File: src/rtl/y86_pkg.sv
// y86_pkg: shared Y86 pipeline encodings, controller state type and hazard flag bundle.
// Contents: icode/stat/register constants, state_t, hz_t, is_exc(), sat_inc().
package y86_pkg;
    localparam logic [3:0] I_MRMOVQ = 4'h5;
    localparam logic [3:0] I_JXX    = 4'h7;
    localparam logic [3:0] I_RET    = 4'h9;
    localparam logic [3:0] I_POPQ   = 4'hB;
    localparam logic [3:0] RNONE    = 4'hF;

    localparam logic [2:0] S_AOK = 3'd1;
    localparam logic [2:0] S_HLT = 3'd2;
    localparam logic [2:0] S_ADR = 3'd3;
    localparam logic [2:0] S_INS = 3'd4;

    typedef enum logic [1:0] {
        ST_INIT,
        ST_RUN,
        ST_HALT
    } state_t;

    // Raw hazard decisions, meaningful only while the controller is running.
    typedef struct packed {
        logic f_stall;
        logic d_stall;
        logic d_bubble;
        logic e_bubble;
        logic m_bubble;
        logic w_stall;
    } hz_t;

    function automatic logic is_exc(input logic [2:0] s);
        return s == S_HLT || s == S_ADR || s == S_INS;
    endfunction

    function automatic logic [31:0] sat_inc(input logic [31:0] v, input logic en);
        return (en && v != 32'hFFFF_FFFF) ? v + 32'd1 : v;
    endfunction
endpackage

File: src/rtl/pipe_ctrl_if.sv
// pipe_ctrl_if: pipeline stage status seen by the hazard controller.
// Signals: decode icode/sources, execute icode/dstM/cnd, memory icode/stat, writeback stat.
// master drives the status (pipeline side), slave observes it (controller side).
interface pipe_ctrl_if;
    logic [3:0] d_icode;
    logic [3:0] d_src_a;
    logic [3:0] d_src_b;
    logic [3:0] e_icode;
    logic [3:0] e_dst_m;
    logic       e_cnd;
    logic [3:0] m_icode;
    logic [2:0] m_stat;
    logic [2:0] w_stat;

    modport master (
        output d_icode, d_src_a, d_src_b, e_icode, e_dst_m, e_cnd, m_icode, m_stat, w_stat
    );
    modport slave (
        input d_icode, d_src_a, d_src_b, e_icode, e_dst_m, e_cnd, m_icode, m_stat, w_stat
    );
endinterface

File: src/rtl/pipe_ctrl_hazard.sv
// hazard_detect: combinational load/use, return, mispredict and exception detection.
// Ports: bus (pipe_ctrl_if.slave) stage status in; hz hazard flag bundle out.
module hazard_detect
    import y86_pkg::*;
(
    pipe_ctrl_if.slave bus,
    output hz_t        hz
);
    logic load_use;
    logic ret_pend;
    logic mispred;
    logic exc_m;
    logic exc_w;

    assign load_use = (bus.e_icode == I_MRMOVQ || bus.e_icode == I_POPQ) && bus.e_dst_m != RNONE &&
                      (bus.e_dst_m == bus.d_src_a || bus.e_dst_m == bus.d_src_b);
    assign ret_pend = bus.d_icode == I_RET || bus.e_icode == I_RET || bus.m_icode == I_RET;
    assign mispred  = bus.e_icode == I_JXX && !bus.e_cnd;
    assign exc_m    = is_exc(bus.m_stat);
    assign exc_w    = is_exc(bus.w_stat);

    // A decode stall always overrides a decode bubble.
    assign hz.f_stall  = load_use | ret_pend;
    assign hz.d_stall  = load_use;
    assign hz.d_bubble = ~load_use & (mispred | ret_pend);
    assign hz.e_bubble = mispred | load_use;
    assign hz.m_bubble = exc_m | exc_w;
    assign hz.w_stall  = exc_w;
endmodule

File: src/rtl/pipe_ctrl.sv
// pipe_ctrl: Y86 pipeline controller: INIT/RUN/HALT FSM, status latch and performance counters.
// Ports: clk_i, rst_n_i (async active-low); stage status inputs; stall/bubble controls,
// halted_o, stat_o, cycle/stall/bubble counters out.
module pipe_ctrl
    import y86_pkg::*;
(
    input  logic        clk_i,
    input  logic        rst_n_i,
    input  logic [3:0]  D_icode_i,
    input  logic [3:0]  d_srcA_i,
    input  logic [3:0]  d_srcB_i,
    input  logic [3:0]  E_icode_i,
    input  logic [3:0]  E_dstM_i,
    input  logic        e_cnd_i,
    input  logic [3:0]  M_icode_i,
    input  logic [2:0]  m_stat_i,
    input  logic [2:0]  W_stat_i,
    output logic        F_stall_o,
    output logic        F_bubble_o,
    output logic        D_stall_o,
    output logic        D_bubble_o,
    output logic        E_bubble_o,
    output logic        M_bubble_o,
    output logic        W_stall_o,
    output logic        halted_o,
    output logic [2:0]  stat_o,
    output logic [31:0] cycle_cnt_o,
    output logic [31:0] stall_cnt_o,
    output logic [31:0] bubble_cnt_o
);
    pipe_ctrl_if bus ();
    hz_t         hz;
    state_t      state;
    logic        init;
    logic        run;
    logic        halt;
    logic [31:0] cycle_q;
    logic [31:0] stall_q;
    logic [31:0] bubble_q;

    assign bus.d_icode = D_icode_i;
    assign bus.d_src_a = d_srcA_i;
    assign bus.d_src_b = d_srcB_i;
    assign bus.e_icode = E_icode_i;
    assign bus.e_dst_m = E_dstM_i;
    assign bus.e_cnd   = e_cnd_i;
    assign bus.m_icode = M_icode_i;
    assign bus.m_stat  = m_stat_i;
    assign bus.w_stat  = W_stat_i;

    hazard_detect u_hazard (
        .bus (bus),
        .hz  (hz)
    );

    assign init = state == ST_INIT;
    assign run  = state == ST_RUN;
    assign halt = state == ST_HALT;

    // Reset forces state to INIT asynchronously, so these go to INIT values at once.
    assign F_bubble_o = 1'b0;
    assign F_stall_o  = halt | (run & hz.f_stall);
    assign D_stall_o  = halt | (run & hz.d_stall);
    assign D_bubble_o = init | (run & hz.d_bubble);
    assign E_bubble_o = init | halt | (run & hz.e_bubble);
    assign M_bubble_o = init | halt | (run & hz.m_bubble);
    assign W_stall_o  = halt | (run & hz.w_stall);

    assign cycle_cnt_o  = cycle_q;
    assign stall_cnt_o  = stall_q;
    assign bubble_cnt_o = bubble_q;

    always_ff @(posedge clk_i or negedge rst_n_i) begin
        if (!rst_n_i) begin
            state    <= ST_INIT;
            stat_o   <= S_AOK;
            halted_o <= 1'b0;
            cycle_q  <= '0;
            stall_q  <= '0;
            bubble_q <= '0;
        end else begin
            case (state)
                ST_INIT: state <= ST_RUN;
                ST_RUN: begin
                    cycle_q  <= sat_inc(cycle_q, 1'b1);
                    stall_q  <= sat_inc(stall_q, hz.f_stall);
                    bubble_q <= sat_inc(bubble_q, hz.d_bubble | hz.e_bubble);
                    if (hz.w_stall) begin
                        stat_o   <= W_stat_i;
                        halted_o <= 1'b1;
                        state    <= ST_HALT;
                    end
                end
                ST_HALT: state <= ST_HALT;
                default: state <= ST_INIT;
            endcase
        end
    end
endmodule

File: config.mk
export PLATFORM = sky130hd
export DESIGN_NAME = pipe_ctrl
export DESIGN_NICKNAME = d
export VERILOG_FILES = /design/src/rtl/y86_pkg.sv /design/src/rtl/pipe_ctrl_if.sv /design/src/rtl/pipe_ctrl_hazard.sv /design/src/rtl/pipe_ctrl.sv
export SDC_FILE = /design/constraint.sdc
export NUM_CORES = 1
export LEC_CHECK = 0
export CORE_MARGIN = 1
export CORE_UTILIZATION = 49
export DETAILED_ROUTE_END_ITERATION = 6
export MAX_ROUTING_LAYER = met4
export PLACE_DENSITY = 0.81
export SYNTH_ARGS = -nofsm -noshare
export SYNTH_HDL_FRONTEND = slang
export SYNTH_SLANG_ARGS = --single-unit
File: constraint.sdc
create_clock -name clk_i -period 2.33 [get_ports clk_i]
set_input_delay 0.3495 -clock clk_i [delete_from_list [all_inputs] [get_ports clk_i]]
set_output_delay 0.3495 -clock clk_i [all_outputs]
set_load 0.05 [all_outputs]
==> metrics.yaml <==
floorplan:
  ioPinCount: 140
  initial_core_util: 0.506
  die_w_um: 106
  die_area_mm2: 0.0111
  coreArea_mm2: 0.0104
  row_count: 37
  die_y_um: 106
clock_network:
  cts.clk_slew.worst_paths_ps: 100
  cts_tree: "yes"
  h-tree-depth: 3
  cts_buffers: 9
  clockRootBuffer: "clkbuf_8"
  clk_latency_ps: 350
  numClockSinks: 102
  clk_path_buf_depth: 2
placement:
  dpl_worst_slack_ps: -409
  portBuffers: 138
  dp_hpwl_mm: 9.54
  place_congestion: 0.865
yosys:
  syn_area_mm2: 0.00525
  ys_warn_count: 0
  yosys_register_bits: 102
  ys.flop_type: "dfrtp_1"
  synthAdderAreaFrac: 0.0143
  synth-simple-area-share: 0.255
  syn_inst: 496
  synth_compound_area_frac: 0.0419
  synth_top_family_by_area: "simple AND/OR/NAND/NOR gates"
  synthXorXnorAreaFrac: 0.160
  muxShareOfSynthArea: 0.0191
  syn_area_per_cell_um2: 10.6
  synthArstFlopShare: 1.00
  synth_edf_count: 0
  ys_types: 56
  syn-num-nets: 535
  ys_seq_area_frac: 0.486
route:
  first_pass_iters: 4
  wl_per_cell_um: 15.8
  drc_errors: 0
  vias: 4374
  first_iter_violations: 198
  wl_mm: 12.7
  post_drt_via_cell_ratio: 5.45
  ant_nets: 0
outcome:
  status: "finished clean"
hold_path:
  hold_class: "register to register"
  min_from: "halted_o"
  holdPathStages: 1
  min_to: "halted_o"
global_route:
  grt_pass1_vias: 4483
  grt_usage: 0.246
  antenna_found_initial: 2
  grt.overflow.total: 0
  grt_max_degree: 42
  grt_pass1_wl_mm: 21.4
setup_path:
  slowest_stage: "clkdlybuf4s50_1"
  path_cells: "clkdlybuf4s50_1 > xor2_1 > nor4_4 > o211ai_1 > nand2b_1 > nand2b_4 > buf_12"
  critical_path_class: "primary input to output port"
  reg2reg_to: "cycle_cnt_o[28]"
  cp.arrival_ps: 1910
  required_ps: 1980
  cp_slowest_stage_delay_ps: 490
  r2r_start: "cycle_cnt_o[26]"
  rrSetupSlack_ps: 170
  cp-start-kind: "primary input"
  worstRegToRegCells: 6
  worstPathMaxFanout: 2
  end_kind: "output port"
power:
  p_leak_nw: 3.14
  p_per_area_mw_per_mm2: 704
  vdd_drop_max_mv: 0.459
  p_total_mw: 5.13
timing:
  max_freq_ghz: 0.442
  fin_crit_sh: 0.971
  timing.hold.ws_ps: 485
  fin_crit_ps: 2260
  slew_viol_final: 0
  fin_worst_skew_ps: 18.2
  slew_headroom: 0.629
  final-hold-violation-count: 0
  setup_viol: 0
  worst_slew_pin_slew_ps: 555
  timing.final.ws_setup_ps: 66.9
finish:
  drive_gt1_frac: 0.138
  area_delta_synth_final_pct: 38.8
  fillers: 790
  layout.nets: 699
run:
  drv_cap: 0
how the worst max path moves through the flow:
stage / cells past startpoint / start / to / slack [ps]
6_report: 7 / d_srcB_i[2] / F_stall_o / 70
3_5_place_dp: 7 / E_icode_i[3] / bubble_cnt_o[1] / -410
3_3_place_gp: 7 / E_icode_i[3] / bubble_cnt_o[1] / -400
5_1_grt: 7 / d_srcB_i[2] / F_stall_o / -20
2_1_floorplan: 10 / bubble_cnt_o[0] / bubble_cnt_o[30] / 40
4_1_cts: 7 / E_icode_i[1] / F_stall_o / 0.7
cell type report:
class                   count  area (µm²)  share of cell area
diodes                      2        5.00            0.000687
clock buffers              10         128              0.0175
flip-flops and latches    102        2560               0.351
inverters                  13        48.8             0.00670
well taps                 136         170              0.0233
repair buffers            164        1670               0.229
clock inverters             6        51.3             0.00704
multi-input cells         370        2660               0.365
synthesized netlist by cell type (all sizes together) (2+ instances only):
library cell / count / area (µm²)
dfrtp: 101 / 2530
xnor2: 68 / 596
nand2: 43 / 174
nand4: 43 / 284
nand3: 37 / 200
nor2: 35 / 134
xor2: 28 / 245
and3: 19 / 119
inv: 13 / 48.8
nor3: 12 / 86.3
a21oi: 9 / 48.8
and4: 8 / 70.1
buf: 8 / 57.6
mux2: 8 / 90.1
ha: 6 / 75.1
nand2b: 6 / 37.5
nor4: 5 / 73.8
o21ai: 5 / 25.0
nor4bb: 4 / 40.0
or3: 4 / 25.0
and2: 3 / 18.8
clkbuf: 3 / 11.3
or4: 3 / 22.5
o211ai: 2 / 15.0
o21a: 2 / 15.0
o221ai: 2 / 17.5
o22ai: 2 / 12.5
power breakdown:
part / total, mW / switching [mW] / internal (mW) / leakage [nW]
clock network: 1.04 / 0.634 / 0.410 / 0.0936
logic: 1.99 / 1.20 / 0.783 / 1.66
registers: 2.10 / 0.181 / 1.92 / 1.39
cell families after synthesis:
kind of cell,after synthesis
and+or+nand+nor,229
muxes,9
DFF,102
adders and majority gates,6
buffers and inverters,24
AOI/OAI and AO/OA,29
xor gates and xnor gates,96
other,1
per-layer routing:
metal,track usage,vias up,wire [µm]
li1,-,2082,-
met1,0.312,2150,5540
met2,0.403,128,6220
met3,0.0482,14,723
met4,0.0734,0,194
met5,-,-,0
worst max-delay path: cells and delay by family:
| family | cells | cell delay, ps |
|---|---|---|
| buffers and inverters | 2 | 630 |
| XOR/XNOR | 1 | 260 |
| AND/OR/NAND/NOR | 3 | 350 |
| AO/OA/AOI/OAI | 1 | 320 |
per-stage QoR:
step	utilization	TNS [ps]	area, µm²	cells
after detailed placement	0.674	-13830	6990	783
after global routing	0.703	-16.3	7290	803
final	0.703	0	7290	803
after floorplan	-	0	5250	496
after CTS	0.696	0	7220	802
after global placement	0.674	-12750	6990	783
timing repair:
action / in CTS / in global routing
setup buffers: 2 / 0
endpoints found under the hold margin: 36 / 0
setup endpoints to repair: 5 / 13
pin swaps: 4 / 5
gates resized for setup: 10 / 16
hold buffers: 1 / 0
cells in the final DEF (no fill, tap or decap), types with 8 or more instances in the layout:
master | Yosys | layout
clkdlybuf4s50_1 | 0 | 122
dfrtp_1 | 101 | 99
xnor2_1 | 68 | 68
nand4_1 | 42 | 42
nand2_1 | 38 | 37
nand3_1 | 34 | 34
nor2_1 | 34 | 34
xor2_1 | 28 | 26
buf_4 | 2 | 23
and3_1 | 19 | 19
inv_1 | 13 | 13
clkbuf_8 | 0 | 9
mux2_2 | 8 | 8
and4_1 | 8 | 8
a21oi_1 | 8 | 8
state kept, by name, summed over array words and instances (netlist names):
| signal | flops |
|---|---|
| bubble_cnt_o | 32 |
| state | 2 |
| stall_cnt_o | 32 |
| cycle_cnt_o | 32 |
| stat_o | 3 |
| halted_o | 1 |
No activity file was read; power rests on OpenSTA's default activity.
